File: src/rtl/auth_pkg.sv
// Shared definitions for the login sequencer: display mode codes, FSM state
// encodings and the keyed-digit range.
package auth_pkg;

   // Mode codes consumed by the seven-segment message display.
   localparam logic [2:0] MODE_ID   = 3'b000;
   localparam logic [2:0] MODE_PSWD = 3'b001;
   localparam logic [2:0] MODE_SUCC = 3'b011;
   localparam logic [2:0] MODE_FAIL = 3'b100;

   localparam logic [3:0] DIGIT_MAX = 4'd9;

   typedef enum logic [1:0] {
      S_ID   = 2'd0,
      S_PSWD = 2'd1,
      S_SUCC = 2'd2,
      S_FAIL = 2'd3
   } state_t;

   function automatic logic digit_valid(input logic [3:0] digit);
      return digit <= DIGIT_MAX;
   endfunction

endpackage

File: src/rtl/auth_digit_buffer.sv
// Entry buffer: shifts in valid decimal digits, counts them and strobes
// "complete" on the DIGITS-th one, presenting the full word in that cycle.
module auth_digit_buffer
   import auth_pkg::*;
#(
   parameter int DIGITS = 4
) (
   input  logic                clk,
   input  logic                rst_n,
   input  logic                clear,
   input  logic                load,
   input  logic [3:0]          digit,
   output logic [4*DIGITS-1:0] word,
   output logic [2:0]          count,
   output logic                complete
);

   logic [4*DIGITS-1:0] buffer;
   logic                take;

   assign take     = load && digit_valid(digit);
   // The word is the buffer with this cycle's digit appended, so the compare
   // happens on the final Enter without waiting for the shift to land.
   assign word     = (buffer << 4) | (4*DIGITS)'(digit);
   assign complete = take && (count == 3'(DIGITS - 1));

   // NOTE: sequential state uses non-blocking assignments so every register
   // samples pre-edge values; the buffer is reset so a partial entry never
   // survives a reset.
   always_ff @(posedge clk or negedge rst_n) begin
      if (!rst_n) begin
         buffer <= '0;
         count  <= '0;
      end else if (clear || complete) begin
         buffer <= '0;
         count  <= '0;
      end else if (take) begin
         buffer <= word;
         count  <= count + 3'd1;
      end
   end

endmodule

File: src/rtl/login_auth_fsm.sv
// Login sequencer: ID entry, password entry, SUCC/FAIL. Define LOCKOUT_EN to
// make FAIL terminal until reset; otherwise FAIL times out back to ID entry.
module login_auth_fsm
   import auth_pkg::*;
#(
   parameter int                  DIGITS           = 4,
   parameter logic [4*DIGITS-1:0] ID_VALUE         = 16'h1234,
   parameter logic [4*DIGITS-1:0] PSWD_VALUE       = 16'h5678,
   parameter int                  MAX_ATTEMPTS     = 3,
   parameter int                  FAIL_HOLD_CYCLES = 50_000_000
) (
   input  logic       Clk,
   input  logic       Rst,
   input  logic [3:0] Digit,
   input  logic       Enter,
   input  logic       Logout,
   output logic       IdOk,
   output logic       PswdOk,
   output logic [2:0] Mode,
   output logic [2:0] DigitCount,
   output logic [2:0] AttemptsLeft
);

   state_t              state, state_nx;
   logic                id_ok_nx, pswd_ok_nx;
   logic [2:0]          mode_nx, attempts_nx;
   logic                buf_clear, buf_load, complete, fail_done;
   logic [4*DIGITS-1:0] word;

   // Logout wins over Enter, and nothing is keyed outside the entry states.
   assign buf_load  = Enter && !Logout && (state == S_ID || state == S_PSWD);
   assign buf_clear = (Logout && state != S_FAIL) || fail_done;

   auth_digit_buffer #(
      .DIGITS (DIGITS)
   ) u_buffer (
      .clk      (Clk),
      .rst_n    (Rst),
      .clear    (buf_clear),
      .load     (buf_load),
      .digit    (Digit),
      .word     (word),
      .count    (DigitCount),
      .complete (complete)
   );

`ifndef LOCKOUT_EN
   localparam int TW = (FAIL_HOLD_CYCLES > 1) ? $clog2(FAIL_HOLD_CYCLES) : 1;
   logic [TW-1:0] fail_timer, fail_timer_nx;

   always_ff @(posedge Clk or negedge Rst) begin
      if (!Rst) fail_timer <= '0;
      else      fail_timer <= fail_timer_nx;
   end
`endif

   always_ff @(posedge Clk or negedge Rst) begin
      if (!Rst) begin
         state        <= S_ID;
         IdOk         <= 1'b0;
         PswdOk       <= 1'b0;
         Mode         <= MODE_ID;
         AttemptsLeft <= 3'(MAX_ATTEMPTS);
      end else begin
         state        <= state_nx;
         IdOk         <= id_ok_nx;
         PswdOk       <= pswd_ok_nx;
         Mode         <= mode_nx;
         AttemptsLeft <= attempts_nx;
      end
   end

   always_comb begin
      // NOTE: every output of this block gets a default first, so no path can
      // leave one unassigned and infer a latch.
      state_nx      = state;
      id_ok_nx      = IdOk;
      pswd_ok_nx    = PswdOk;
      mode_nx       = Mode;
      attempts_nx   = AttemptsLeft;
      fail_done     = 1'b0;
`ifndef LOCKOUT_EN
      fail_timer_nx = fail_timer;
`endif

      if (Logout && state != S_FAIL) begin
         state_nx    = S_ID;
         id_ok_nx    = 1'b0;
         pswd_ok_nx  = 1'b0;
         mode_nx     = MODE_ID;
         attempts_nx = 3'(MAX_ATTEMPTS);
      end else if (complete && state == S_ID) begin
         if (word == ID_VALUE) begin
            state_nx = S_PSWD;
            id_ok_nx = 1'b1;
            mode_nx  = MODE_PSWD;
         end
      end else if (complete && state == S_PSWD) begin
         if (word == PSWD_VALUE) begin
            state_nx   = S_SUCC;
            pswd_ok_nx = 1'b1;
            mode_nx    = MODE_SUCC;
         end else begin
            attempts_nx = AttemptsLeft - 3'd1;
            if (AttemptsLeft == 3'd1) begin
               state_nx = S_FAIL;
               mode_nx  = MODE_FAIL;
`ifndef LOCKOUT_EN
               fail_timer_nx = '0;
`endif
            end
         end
      end else if (state == S_FAIL) begin
`ifndef LOCKOUT_EN
         // The cycle that enters FAIL counts as the first hold cycle.
         if (fail_timer == TW'(FAIL_HOLD_CYCLES - 1)) begin
            fail_done     = 1'b1;
            fail_timer_nx = '0;
            state_nx      = S_ID;
            id_ok_nx      = 1'b0;
            pswd_ok_nx    = 1'b0;
            mode_nx       = MODE_ID;
            attempts_nx   = 3'(MAX_ATTEMPTS);
         end else begin
            fail_timer_nx = fail_timer + TW'(1);
         end
`endif
      end
   end

endmodule

File: config.mk
export PLATFORM = sky130hd
export DESIGN_NAME = login_auth_fsm
export DESIGN_NICKNAME = d
export VERILOG_FILES = /design/src/rtl/auth_pkg.sv /design/src/rtl/auth_digit_buffer.sv /design/src/rtl/login_auth_fsm.sv
export SDC_FILE = /design/constraint.sdc
export NUM_CORES = 1
export LEC_CHECK = 0
export ABC_AREA = 1
export ABC_CLOCK_PERIOD_IN_PS = 3850
export BUFFER_PORTS_ARGS = -buffer_cell sky130_fd_sc_hd__buf_2
export CELL_PAD_IN_SITES_DETAIL_PLACEMENT = 1
export CELL_PAD_IN_SITES_GLOBAL_PLACEMENT = 1
export CORE_ASPECT_RATIO = 0.5
export CORE_UTILIZATION = 28
export CTS_BUF_LIST = sky130_fd_sc_hd__clkbuf_4
export CTS_CLUSTER_DIAMETER = 40
export DETAILED_ROUTE_END_ITERATION = 7
export PLACE_DENSITY = 0.66
export SLEW_MARGIN = 5
export SYNTH_ARGS = -nofsm -noshare
export SYNTH_HDL_FRONTEND = slang
export SYNTH_SLANG_ARGS = --single-unit
File: constraint.sdc
create_clock -name Clk -period 3.85 [get_ports Clk]
set_input_delay 0.385 -clock Clk [delete_from_list [all_inputs] [get_ports Clk]]
set_output_delay 0.385 -clock Clk [all_outputs]
set_load 0.02 [all_outputs]
Yosys cells after proc, flatten, opt, wreduce, memory -nomap -nowiden. Index checks and enable logic that the tools add are counted.

Register bits after elaboration: 51. Input port bits: 8. Output and inout port bits: 11. Word-level logic and storage cells: 102.

Add/sub/neg operators: 3. Order comparisons: 1. Eq/ne operators: 16. Mux-type cells: 46. Bitwise logic cells: 3. Reduce and logical (&&, ||, !) cells: 25.

Operator list (count): $mux W26 (5); $mux W3 (16); $add A26 B1 Y26 const B (1); $eq A26 B26 Y1 const B (1); $mux W12 (2); $eq A16 B13 Y1 const B (1); $eq A16 B15 Y1 const B (1); $mux W2 (8); $or A16 B4 Y16 (1); $reduce_and A4 Y1 (4); $mux W1 (15); $reduce_bool A3 Y1 (4); $reduce_bool A4 Y1 (2); $logic_and A1 B1 Y1 (7); $ne A2 B2 Y1 const B (3); $ne A3 B2 Y1 const B (2); $ne A3 B3 Y1 const B (2); $ne A5 B3 Y1 const B (1); $reduce_and A5 Y1 (1); $le A4 B4 Y1 const B (1); $reduce_bool A2 Y1 (2); $add A3 B1 Y3 const B (1); $eq A3 B1 Y1 const B (1); $eq A3 B2 Y1 const B (1); other kinds (8) (11).

Depth between registers and ports, before layout.
Word-level depth: 12. Mapped depth: 12. Gate-level depth less buffers: 12.

Hierarchy. A second synthesis with hierarchy kept.

Cell total of the unflattened synthesis: 479. Area, all modules: 3320.7 µm².

Modules (own cells, without submodules): login_auth_fsm (times used 1, cells each 398, area each 2565.0 µm², sequential area each 903.4 µm²); auth_digit_buffer (times used 1, cells each 81, area each 755.7 µm², sequential area each 375.4 µm²).

Worst setup path before layout. No wires, ideal clock.

Kind: reg2reg. Start: register fail_timer[0]. End: register PswdOk. Setup time: 117 ps. Arrival: 1603 ps. Data required time: 3733 ps. Slack: 2130 ps. Cell stages (with the launch flop): 12. Path buffers: 1. Period minus slack after synthesis: 1720 ps. Path through: dfrtp_1 ha_1 nand2_1 nor2_4 nand2_1 nor2_1 nand3_1 nand2_1 buf_4 nand2_1 nand2_1 nand2_1.

Word-level cells in the longest chain between the ends: 3.

RTL lines: start: declaration (line login_auth_fsm.sv:49) `logic [TW-1:0] fail_timer, fail_timer_nx;`; start signal: assignment (line login_auth_fsm.sv:53) `else fail_timer <= fail_timer_nx;`; $eq A26 B26 Y1 (line login_auth_fsm.sv:116) `if (fail_timer == TW'(FAIL_HOLD_CYCLES - 1)) begin`; $reduce_bool A3 Y1 (no line); $reduce_and A4 Y1 (no line); end signal: assignment (line login_auth_fsm.sv:67) `PswdOk <= pswd_ok_nx;`; end: declaration (line login_auth_fsm.sv:18) `output logic PswdOk,`.

Every way passes these cells. A chain may end at the register's enable or synchronous reset.

Final worst setup path.
Start: register state[1]. End: register fail_timer[24].

Word-level cells in the longest chain between the ends: 8. Elaborated cells on any way between the ends: 18. Those cells by class: eq/ne: 5; mux: 1; bitwise: 2; reduce/logical: 10.

RTL lines: start: declaration (line login_auth_fsm.sv:24) `state_t state, state_nx;`; start signal: assignment (line login_auth_fsm.sv:65) `state <= state_nx;`; $eq A2 B1 Y1 or $logic_not A2 Y1 (tied branches) (line login_auth_fsm.sv:31, login_auth_fsm.sv:98, login_auth_fsm.sv:92); $logic_or A1 B1 Y1 (line login_auth_fsm.sv:31) `assign buf_load = Enter && !Logout && (state == S_ID || state == S_PSWD);`; $logic_and A1 B1 Y1 (line login_auth_fsm.sv:31); $logic_and A1 B1 Y1 (line auth_digit_buffer.sv:21) `assign take = load && digit_valid(digit);`; $logic_and A1 B1 Y1 (line auth_digit_buffer.sv:25) `assign complete = take && (count == 3'(DIGITS - 1));`; $logic_and A1 B1 Y1 (on tied branches) (line login_auth_fsm.sv:98, login_auth_fsm.sv:92); $ne A2 B1 Y1 (no line) (tied with other cells); $reduce_and A5 Y1 (no line).

Several ways; a longest one is shown, not always the timed one.

==> impl_metrics.tcl <==
set metrics [dict create \
    routed_wire_length_um 8870 \
    cts-buffers-inserted 5 \
    cts_hold_repair.buffers 0 \
    layout_cells_sized_above_1 0.0782 \
    globalplace.congestion 0.772 \
    whs_ns -0.0111 \
    design.die.area_mm2 0.0119 \
    die-height_um 77.7 \
    timing.final.hold_violations 25 \
    worstPathRequired_ns 4.15 \
    yosys_register_bits 51 \
    tritoncts "built" \
    timing_worst_slew_pin_value_ns 0.830 \
    syn_nets 496 \
    antenna_violating_nets_post_route 0 \
    clockRootBuffer "sky130_fd_sc_hd__clkbuf_4" \
    r2r_cells 9 \
    tns_ns 0 \
    cts_sinks 51 \
    route.detailed.drc 0 \
    die_w_um 153 \
    synth_edf_count 0 \
    yosys.cell_types.count 25 \
    cts_buffer_depth 2 \
    worstPathMaxFanout 32 \
    number_of_buffer_cells_added_on_primary_ports 18 \
    grt_start_max_net_pins 33 \
    antenna_violations_before_repair 0 \
    setup.worst_path.start_class "flip-flop" \
    track_usage 0.164 \
    avgSynthCellArea_um2 6.64 \
    setup_viol 0 \
    arrival_time_of_the_worst_setup_path_ns 2.86 \
    maxSlewHeadroom 0.445 \
    post_drt_via_cell_ratio 4.69 \
    drt-pass1-iter-count 4 \
    synthFlopType "sky130_fd_sc_hd__dfrtp_1" \
    layout-area-overhead-vs-synth_pct 9.24 \
    cts_htree_levels 2 \
    insertedDiodeCount 0 \
    power_density_mw_per_mm2 249 \
    power.ir.vdd_worst_v 0.0000879 \
    dp_cells 636 \
    boundaryPins 19 \
    clock_insertion_delay_worst_skew_ns 0.41 \
    mostFrequentLayoutCell "sky130_fd_sc_hd__nand2_1" \
    power.static_leakage_nw 1.62 \
    drv_cap 0 \
    global_route.overflow_total 0 \
    synthCells 483 \
    min_period_over_period 0.664 \
    hpwl_um 6690 \
    setup.worst_path.class "flip-flop to flip-flop" \
    critical_path.endpoint_type "flip-flop" \
    row_count 27 \
    mappedNetlistArea_mm2 0.00321 \
    wl_per_instance_um 13.8 \
    cts_post_setup_buffers_inserted 0 \
    fin_worst_skew_ns 0.0126 \
    initial_utilization 0.290 \
    design.final.nets 511 \
    layout.cells.most_common_list "sky130_fd_sc_hd__nand2_1 (169), sky130_fd_sc_hd__nor2_1 (78), sky130_fd_sc_hd__dfrtp_1 (49)" \
    drt_iter0_markers 139 \
    final_period_minus_worst_setup_slack_ns 2.56 \
    violations "hold timing" \
    grt_setup_unrepaired "no" \
    yosysWarnings 0 \
    fmax_mhz 391 \
    grt_first_pass_wirelength_um 15400 \
    post_cts.resized_instances 0 \
    num_vias 3020 \
    sequential_area_share_after_synthesis 0.398 \
    number_of_global_route_vias_before_repair 3049 \
    worst_setup_hold_path_clk_slew_ns 0.17 \
    floorplan.core_area_mm2 0.0111 \
    postSynth.asyncResetShare 1.00 \
    hold_class "input port to asynchronous set/reset pin" \
    post_layout_nonfiller_instances 644 \
    run_status "complete, but fails checks" \
    timing.final.max_slew_violations 0 \
]
layer usage:
layer / vias up / GRT usage / part of all wire
met2: 31 / 0.266 / 0.45
li1: 1559 / - / -
met3: 11 / 0.0302 / 0.029
met4: 0 / 0.0490 / 0.015
met1: 1419 / 0.222 / 0.51
met5: - / 0 / 0
Yosys cell counts (2+ instances only):
| cell type | instances | share of area |
|---|---|---|
| sky130_fd_sc_hd__nand2_1 | 169 | 0.20 |
| sky130_fd_sc_hd__nor2_1 | 78 | 0.091 |
| sky130_fd_sc_hd__dfrtp_1 | 49 | 0.38 |
| sky130_fd_sc_hd__inv_1 | 46 | 0.054 |
| sky130_fd_sc_hd__nand3_1 | 44 | 0.069 |
| sky130_fd_sc_hd__a21oi_1 | 15 | 0.023 |
| sky130_fd_sc_hd__nand4_1 | 14 | 0.027 |
| sky130_fd_sc_hd__o21ai_1 | 14 | 0.022 |
| sky130_fd_sc_hd__xor2_1 | 9 | 0.025 |
| sky130_fd_sc_hd__o21ai_0 | 8 | 0.012 |
| sky130_fd_sc_hd__buf_2 | 7 | 0.011 |
| sky130_fd_sc_hd__clkbuf_1 | 6 | 0.0070 |
| sky130_fd_sc_hd__ha_1 | 5 | 0.019 |
| sky130_fd_sc_hd__nor3_1 | 3 | 0.0047 |
| sky130_fd_sc_hd__dfstp_2 | 2 | 0.016 |
| sky130_fd_sc_hd__nand3_2 | 2 | 0.0062 |
| sky130_fd_sc_hd__nor2_4 | 2 | 0.0070 |
| sky130_fd_sc_hd__o21bai_1 | 2 | 0.0047 |
| sky130_fd_sc_hd__xnor2_1 | 2 | 0.0055 |
cell type report:
| type | count | area, µm² |
|---|---|---|
| Inverter | 47 | 176 |
| Tap cell | 145 | 181 |
| Multi-Input combinational cell | 371 | 1690 |
| Sequential cell | 51 | 1280 |
| Clock buffer | 5 | 37.5 |
| Timing Repair Buffer | 22 | 120 |
| Fill cell | 1419 | 7570 |
| Clock inverter | 3 | 22.5 |
stage by stage:
| stage | power [W] | hold slack [ns] | area, µm² | worst slack, ns | utilization |
|---|---|---|---|---|---|
| after floorplan | 0.000575 | 0.0894 | 3210 | 2.13 | - |
| after global placement | 0.000600 | 0.468 | 3450 | 1.35 | 0.311 |
| after detailed placement | 0.000600 | 0.465 | 3450 | 1.23 | 0.311 |
| after CTS | 0.000888 | 0.00840 | 3510 | 1.25 | 0.316 |
| after global routing | 0.000916 | 0.0421 | 3510 | 0.906 | 0.316 |
| final | 0.000875 | -0.0111 | 3510 | 1.29 | 0.316 |
where the power goes:
part | internal (W) | switching (W) | leakage, nW
Sequential | 0.000539 | 0.00000285 | 0.673
Clock | 0.0000755 | 0.000210 | 0.0360
Combinational | 0.0000123 | 0.0000344 | 0.909
worst max-delay path: stages (launching register included):
cell and delay, ns:
sky130_fd_sc_hd__dfrtp_1 0.48, sky130_fd_sc_hd__nor3_4 0.53, sky130_fd_sc_hd__nand3_2 0.22, sky130_fd_sc_hd__nor2_4 0.34
sky130_fd_sc_hd__nand3_2 0.13, sky130_fd_sc_hd__nand2_1 0.09, sky130_fd_sc_hd__buf_4 0.23, sky130_fd_sc_hd__inv_2 0.24
sky130_fd_sc_hd__nand2_1 0.12, sky130_fd_sc_hd__o21ai_1 0.07
cell families (layout without fill, tap and decap cells):
logic type               after synthesis  in the layout  share of synthesized area
XOR/XNOR                              11             11                     0.0300
buffers and inverters                 61             77                     0.0752
flip-flops                            51             51                      0.398
adder cells (fa/ha/maj)                5              5                     0.0195
AO/OA/AOI/OAI                         40             40                     0.0647
AND/OR/NAND/NOR                      315            315                      0.412
state kept, by name (all words and copies together), names as in the netlist:
name / cells
AttemptsLeft: 3
IdOk: 1
Mode: 3
PswdOk: 1
fail_timer: 26
state: 2
u_buffer.buffer: 12
u_buffer.count: 3
path summary, 6_finish.rpt:
| check | from | to | slack [ns] |
|---|---|---|---|
| worst max-delay path | state[1] | fail_timer[24] | 1.29 |
| worst max register to register | state[1] | fail_timer[24] | 1.29 |
| worst min register to register | PswdOk | PswdOk | 0.50 |
| worst min-delay path | Rst | fail_timer[23] | -0.01 |
| min in group Clk | Digit[0] | u_buffer.buffer[0] | 0.24 |
| max in group asynchronous | Rst | fail_timer[4] | 3.08 |
(Power assumes the default switching activity.)
